`src/rtl/ltl_report_pkg.sv`:
```
// Shared defaults and entry type for the LTL report collector.
package ltl_report_pkg;

   localparam int NUM_REPORTS_DEF = 4;
   localparam int TS_WIDTH_DEF    = 16;
   localparam int FIFO_DEPTH_DEF  = 8;
   localparam int DROP_WIDTH_DEF  = 8;

   localparam int LEVEL_WIDTH = $clog2(FIFO_DEPTH_DEF) + 1;

   typedef struct packed {
      logic [NUM_REPORTS_DEF-1:0] report;
      logic [TS_WIDTH_DEF-1:0]    timestamp;
   } report_entry_t;

   // Occupancy needs one extra bit so full and empty are distinguishable.
   function automatic int level_width(input int depth);
      return $clog2(depth) + 1;
   endfunction

endpackage

```
`src/rtl/ltl_report_fifo.sv`:
```
// Synchronous FIFO of report entries; head is read straight from the storage registers.
module ltl_report_fifo
   import ltl_report_pkg::*;
#(
   parameter type T     = report_entry_t,
   parameter int  DEPTH = FIFO_DEPTH_DEF
) (
   input  logic                          clk,
   input  logic                          reset,
   input  logic                          push,
   input  T                              push_data,
   input  logic                          pop,
   output T                              head,
   output logic                          empty,
   output logic                          full,
   output logic [level_width(DEPTH)-1:0] level
);

   localparam int PW = $clog2(DEPTH);
   localparam int LW = level_width(DEPTH);

   T              mem [DEPTH];
   logic [PW-1:0] rd_ptr;
   logic [PW-1:0] wr_ptr;
   logic          do_push;
   logic          do_pop;

   assign empty   = (level == '0);
   assign full    = (level == LW'(DEPTH));
   assign do_pop  = pop && !empty;
   // A push into a full FIFO lands in the slot being vacated by the same-cycle pop.
   assign do_push = push && (!full || do_pop);
   assign head    = mem[rd_ptr];

   always_ff @(posedge clk or negedge reset) begin
      if (!reset) begin
         rd_ptr <= '0;
         wr_ptr <= '0;
         level  <= '0;
         for (int i = 0; i < DEPTH; i++) mem[i] <= '0;
      end else begin
         if (do_push) begin
            mem[wr_ptr] <= push_data;
            wr_ptr      <= wr_ptr + PW'(1);
         end
         if (do_pop) rd_ptr <= rd_ptr + PW'(1);
         level <= level + LW'(do_push) - LW'(do_pop);
      end
   end

endmodule

```
`src/rtl/ltl_report_collector.sv`:
```
// Timestamps and buffers LTL cluster report cycles for the monitor host.
// Optional LTL_REPORT_DEDUP_EN: suppress repeats of an unchanged report vector.
module ltl_report_collector
   import ltl_report_pkg::*;
#(
   parameter int NUM_REPORTS = NUM_REPORTS_DEF,
   parameter int TS_WIDTH    = TS_WIDTH_DEF,
   parameter int FIFO_DEPTH  = FIFO_DEPTH_DEF,
   parameter int DROP_WIDTH  = DROP_WIDTH_DEF
) (
   input  logic                               clk,
   input  logic                               reset,
   input  logic                               run,
   input  logic                               ts_clear,
   input  logic [NUM_REPORTS-1:0]             report_in,
   output logic                               out_valid,
   input  logic                               out_ready,
   output logic [NUM_REPORTS-1:0]             out_report,
   output logic [TS_WIDTH-1:0]                out_timestamp,
   output logic [level_width(FIFO_DEPTH)-1:0] fifo_level,
   output logic                               overflow,
   output logic [DROP_WIDTH-1:0]              drop_count,
   input  logic                               stat_clear
);

   typedef struct packed {
      logic [NUM_REPORTS-1:0] report;
      logic [TS_WIDTH-1:0]    timestamp;
   } entry_t;

   logic [TS_WIDTH-1:0] ts_q;
   logic                capture;
   logic                is_new;
   logic                pop;
   logic                full;
   logic                empty;
   logic                push;
   logic                drop;
   entry_t              push_data;
   entry_t              head;

`ifdef LTL_REPORT_DEDUP_EN
   logic [NUM_REPORTS-1:0] prev_report;

   // Tracks the last sampled vector even when its entry is dropped.
   always_ff @(posedge clk or negedge reset) begin
      if (!reset)   prev_report <= '0;
      else if (run) prev_report <= report_in;
   end

   assign is_new = (report_in != prev_report);
`else
   assign is_new = 1'b1;
`endif

   always_ff @(posedge clk or negedge reset) begin
      if (!reset)        ts_q <= '0;
      else if (ts_clear) ts_q <= '0;
      else if (run)      ts_q <= ts_q + TS_WIDTH'(1);
   end

   assign capture   = run && (report_in != '0) && is_new;
   assign pop       = out_valid && out_ready;
   assign push      = capture && (!full || pop);
   assign drop      = capture && full && !pop;
   assign push_data = '{report: report_in, timestamp: ts_q};

   ltl_report_fifo #(
      .T     (entry_t),
      .DEPTH (FIFO_DEPTH)
   ) u_fifo (
      .clk       (clk),
      .reset     (reset),
      .push      (push),
      .push_data (push_data),
      .pop       (pop),
      .head      (head),
      .empty     (empty),
      .full      (full),
      .level     (fifo_level)
   );

   assign out_valid     = !empty;
   assign out_report    = head.report;
   assign out_timestamp = head.timestamp;

   // A drop coinciding with stat_clear restarts the count at one.
   always_ff @(posedge clk or negedge reset) begin
      if (!reset) begin
         overflow   <= 1'b0;
         drop_count <= '0;
      end else if (drop) begin
         overflow <= 1'b1;
         if (stat_clear)             drop_count <= DROP_WIDTH'(1);
         else if (drop_count != '1)  drop_count <= drop_count + DROP_WIDTH'(1);
      end else if (stat_clear) begin
         overflow   <= 1'b0;
         drop_count <= '0;
      end
   end

endmodule

```
`config.mk`:
```
export PLATFORM = sky130hd
export DESIGN_NAME = ltl_report_collector
export DESIGN_NICKNAME = d
export VERILOG_FILES = /design/src/rtl/ltl_report_pkg.sv /design/src/rtl/ltl_report_fifo.sv /design/src/rtl/ltl_report_collector.sv
export SDC_FILE = /design/constraint.sdc
export NUM_CORES = 1
export LEC_CHECK = 0
export BUFFER_PORTS_ARGS = -buffer_cell sky130_fd_sc_hd__buf_2
export CAP_MARGIN = 0
export CORE_MARGIN = 4
export CORE_UTILIZATION = 31
export CTS_BUF_LIST = sky130_fd_sc_hd__clkbuf_4 sky130_fd_sc_hd__clkbuf_8
export DETAILED_ROUTE_END_ITERATION = 16
export SYNTH_ARGS = -nofsm -noshare
export SYNTH_HDL_FRONTEND = slang
export SYNTH_SLANG_ARGS = --single-unit
export TNS_END_PERCENT = 10
```
`constraint.sdc`:
```
create_clock -name clk -period 2.3 [get_ports clk]
set_input_delay 0.23 -clock clk [delete_from_list [all_inputs] [get_ports clk]]
set_output_delay 0.23 -clock clk [all_outputs]
set_load 0.03 [all_outputs]
```
==> results.json <==
{
  "path_common_cell": "buf_6",
  "synth.area.top_cells": "dfrtp_1 (51%), mux2_4 (19%), mux4_2 (9.4%), mux2_2 (7.3%), ha_1 (1.3%)",
  "hold_ws_ps": 53.8,
  "critPathTopFamily": "multiplexers",
  "track_usage_pct": 12.7,
  "drc": 0,
  "grt_pass1_wl_um": 33600,
  "rows": 64,
  "gp_congestion": 0.756,
  "clkPwrFrac_pct": 19.5,
  "initial_core_util_pct": 31.4,
  "firstDrtPassIters": 4,
  "synthCells": 611,
  "ys_warn_count": 0,
  "crit_chain": "buf_6, buf_12, mux4_2, mux2_4, buf_6",
  "synth_common_cells": "dfrtp_1 (195), mux2_4 (120), mux2_2 (62)",
  "yosysTopAreaCell": "dfrtp_1",
  "finalPower_mw": 10.9,
  "fin_cells": 1074,
  "crit_path_end_kind": "output port",
  "fmax_ghz": 0.415,
  "slowest_delay_ps": 510,
  "synth_cell_types": 46,
  "finalHoldViolCount": 0,
  "final_area_sq_um": 11200,
  "clk_pin_slew_ps": 100,
  "r2r-start": "u_fifo.level[2]",
  "nets": 688,
  "synth_area_per_cell_sq_um": 15.7,
  "slew_headroom_pct": 52.6,
  "dp_hpwl_um": 12900,
  "syn_area_sq_um": 9600,
  "synth_edf_count": 0,
  "post-route-period-util_pct": 105,
  "syn_to_final_growth_pct": 16.6,
  "crit_arrival_ps": 2180,
  "pwr-share-comb_pct": 40.7,
  "antenna_found_initial": 0,
  "p_sw_mw": 3.58,
  "tightest_slew_ps": 710,
  "die_area_sq_um": 33800,
  "core-area_sq_um": 30600,
  "drive_above_1_share_pct": 51.8,
  "place_ws_ps": 147,
  "power_density_nw_per_um2": 978,
  "syn-num-nets": 632,
  "setup_slack_ps": -111,
  "min_from": "out_ready",
  "cts-root-buf": "clkbuf_8",
  "synth_ff_type": "dfrtp_1",
  "io_pins": 44,
  "place.port_buffers": 43,
  "fin_setup_tns_ps": -1130,
  "yosysSeqAreaShare_pct": 50.8,
  "critPathMaxFanout": 8,
  "min_period_ps": 2410,
  "maxCapViolCount": 0,
  "cp_num_buf_inv": 3,
  "switching_share_pct": 32.7,
  "yosys_register_bits": 195,
  "synth_top_area_share_pct": 50.8,
  "min_delay_path_depth": 3,
  "violations": "negative setup slack",
  "grt_max_degree": 67,
  "dieHeight_um": 184,
  "cts_tree": "done",
  "finClkSkew_ps": 16.1,
  "setup_violations": 20,
  "viasPerCell": 4.80,
  "holdCritPathClass": "in2reg",
  "rsz0062_at_grt": "yes",
  "grt_overflow_total": 0,
  "startpoint_type": "flip-flop",
  "finish.utilization_pct": 36.6,
  "drt_iter0_drc": 379,
  "clock_latency_ps": 470,
  "slowest_stage": "mux4_2",
  "worst_ir_drop_vdd_mv": 0.596,
  "clock-sinks": 195,
  "grt_pass1_vias": 5572,
  "async_flop_share_pct": 100,
  "hold_end": "u_fifo.rd_ptr[0]",
  "slew_violations": 0,
  "required_ps": 2070,
  "postPlaceCellArea_sq_um": 10400,
  "sequentialPowerShare_pct": 39.8,
  "r2r-end": "u_fifo.mem[72]",
  "fp.dieW_um": 184,
  "postRouteAntennaNets": 0,
  "num_vias": 5153,
  "r2r_cells": 8,
  "rrSetupSlack_ps": 180,
  "cts_buffer_depth": 2,
  "nFillCells": 2892,
  "drt_wl_total_um": 20600,
  "wl_per_cell_um": 19.2,
  "synth.most_common_cell": "dfrtp_1",
  "cts_buffers": 17,
  "p_leak_nw": 5.09,
  "critical_path_class": "reg2out",
  "antenna_cells": 0,
  "status": "complete, but fails checks",
  "h-tree-depth": 4,
  "numPlacedInstances": 1034,
  "intPower_mw": 7.36
}
worst max-delay path by stage:
stage               cells past startpoint              from  slack (ps)               end
floorplan                              11   u_fifo.level[2]          40   u_fifo.level[2]
global placement                       12   u_fifo.level[2]         130   u_fifo.level[2]
detailed placement                     12   u_fifo.level[2]         150   u_fifo.level[1]
CTS                                     6  u_fifo.rd_ptr[0]        -140  out_timestamp[8]
global route                            5  u_fifo.rd_ptr[0]        -210  out_timestamp[7]
finish                                  5  u_fifo.rd_ptr[0]        -110  out_timestamp[7]
worst register-to-register path, stage by stage (launching register included):
cell      delay, ps
dfrtp_1         360
inv_2            50
ha_1            200
nand2b_1        170
a21oi_2         200
buf_4           180
nor4bb_4        230
buf_4           250
mux2_2          360
flip-flops by register name, summed over array words and instances, names as in the netlist:
name / count
overflow: 1
drop_count: 8
ts_q: 16
u_fifo.wr_ptr: 3
u_fifo.rd_ptr: 3
u_fifo.level: 4
u_fifo.mem: 160
metal layers:
layer	GRT usage, %	vias to the layer above	wire (um)	share of wire, %
met2	20.4	44	10000	48
met3	2.43	12	421	2.0
met5	0	-	0	0
met1	18.0	2768	10000	49
li1	-	2329	-	-
met4	2.93	0	159	0.77
cell families (layout without fill, tap and decap cells):
kind of cell	count (synthesis)	in the layout	share of synthesized area [%]
AOI/OAI and AO/OA	25	25	1.85
xor gates and xnor gates	18	18	1.64
muxes	224	224	35.6
buffers and inverters	63	130	3.99
adders and majority gates	11	11	1.51
DFF	195	195	50.8
and+or+nand+nor	75	75	4.52
what timing repair did:
| item | in CTS | in global routing |
|---|---|---|
| pin swaps | 0 | 0 |
| endpoints found under the hold margin | 66 | 0 |
| buffers inserted | 6 | 0 |
| resized for setup | 64 | 9 |
| setup endpoints to repair | 20 | 47 |
| gates cloned | 4 | 0 |
| hold buffers | 2 | 0 |
cells in the final DEF (no fill, tap or decap), types with 3 or more instances in the layout:
cell type   count
dfrtp_1       193
mux2_4        139
mux2_2         43
mux4_2         40
buf_6          25
buf_2          22
clkbuf_8       21
nor2_1         20
buf_4          16
buf_12         16
inv_1          14
xnor2_1        12
nand2_1        10
ha_1           10
a21oi_1         8
nand3_1         7
xor2_1          6
nand4_1         6
nor3_1          6
o21ai_0         4
or4_1           4
or3_1           3
o31ai_1         3
clkinvlp_4      3
buf_16          3
power groups by stage:
stage	Combinational (mW)	Sequential, mW	Clock (mW)
finish	4.45	4.36	2.13
floorplan	2.84	4.35	0
global route	4.74	4.43	2.36
detailed placement	3.87	4.40	0
CTS	4.61	4.34	2.23
global placement	3.84	4.40	0
cell type report:
cell class	instances	area, sq um	area share [%]
clock inverter	8	80.1	0.716
sequential	195	4880	43.6
multi-input combinational	353	4440	39.7
timing repair buffer	85	948	8.48
tap	396	495	4.43
clock buffer	22	290	2.59
inverter	15	56.3	0.503
Note: power is estimated with default switching activity, not from simulation.
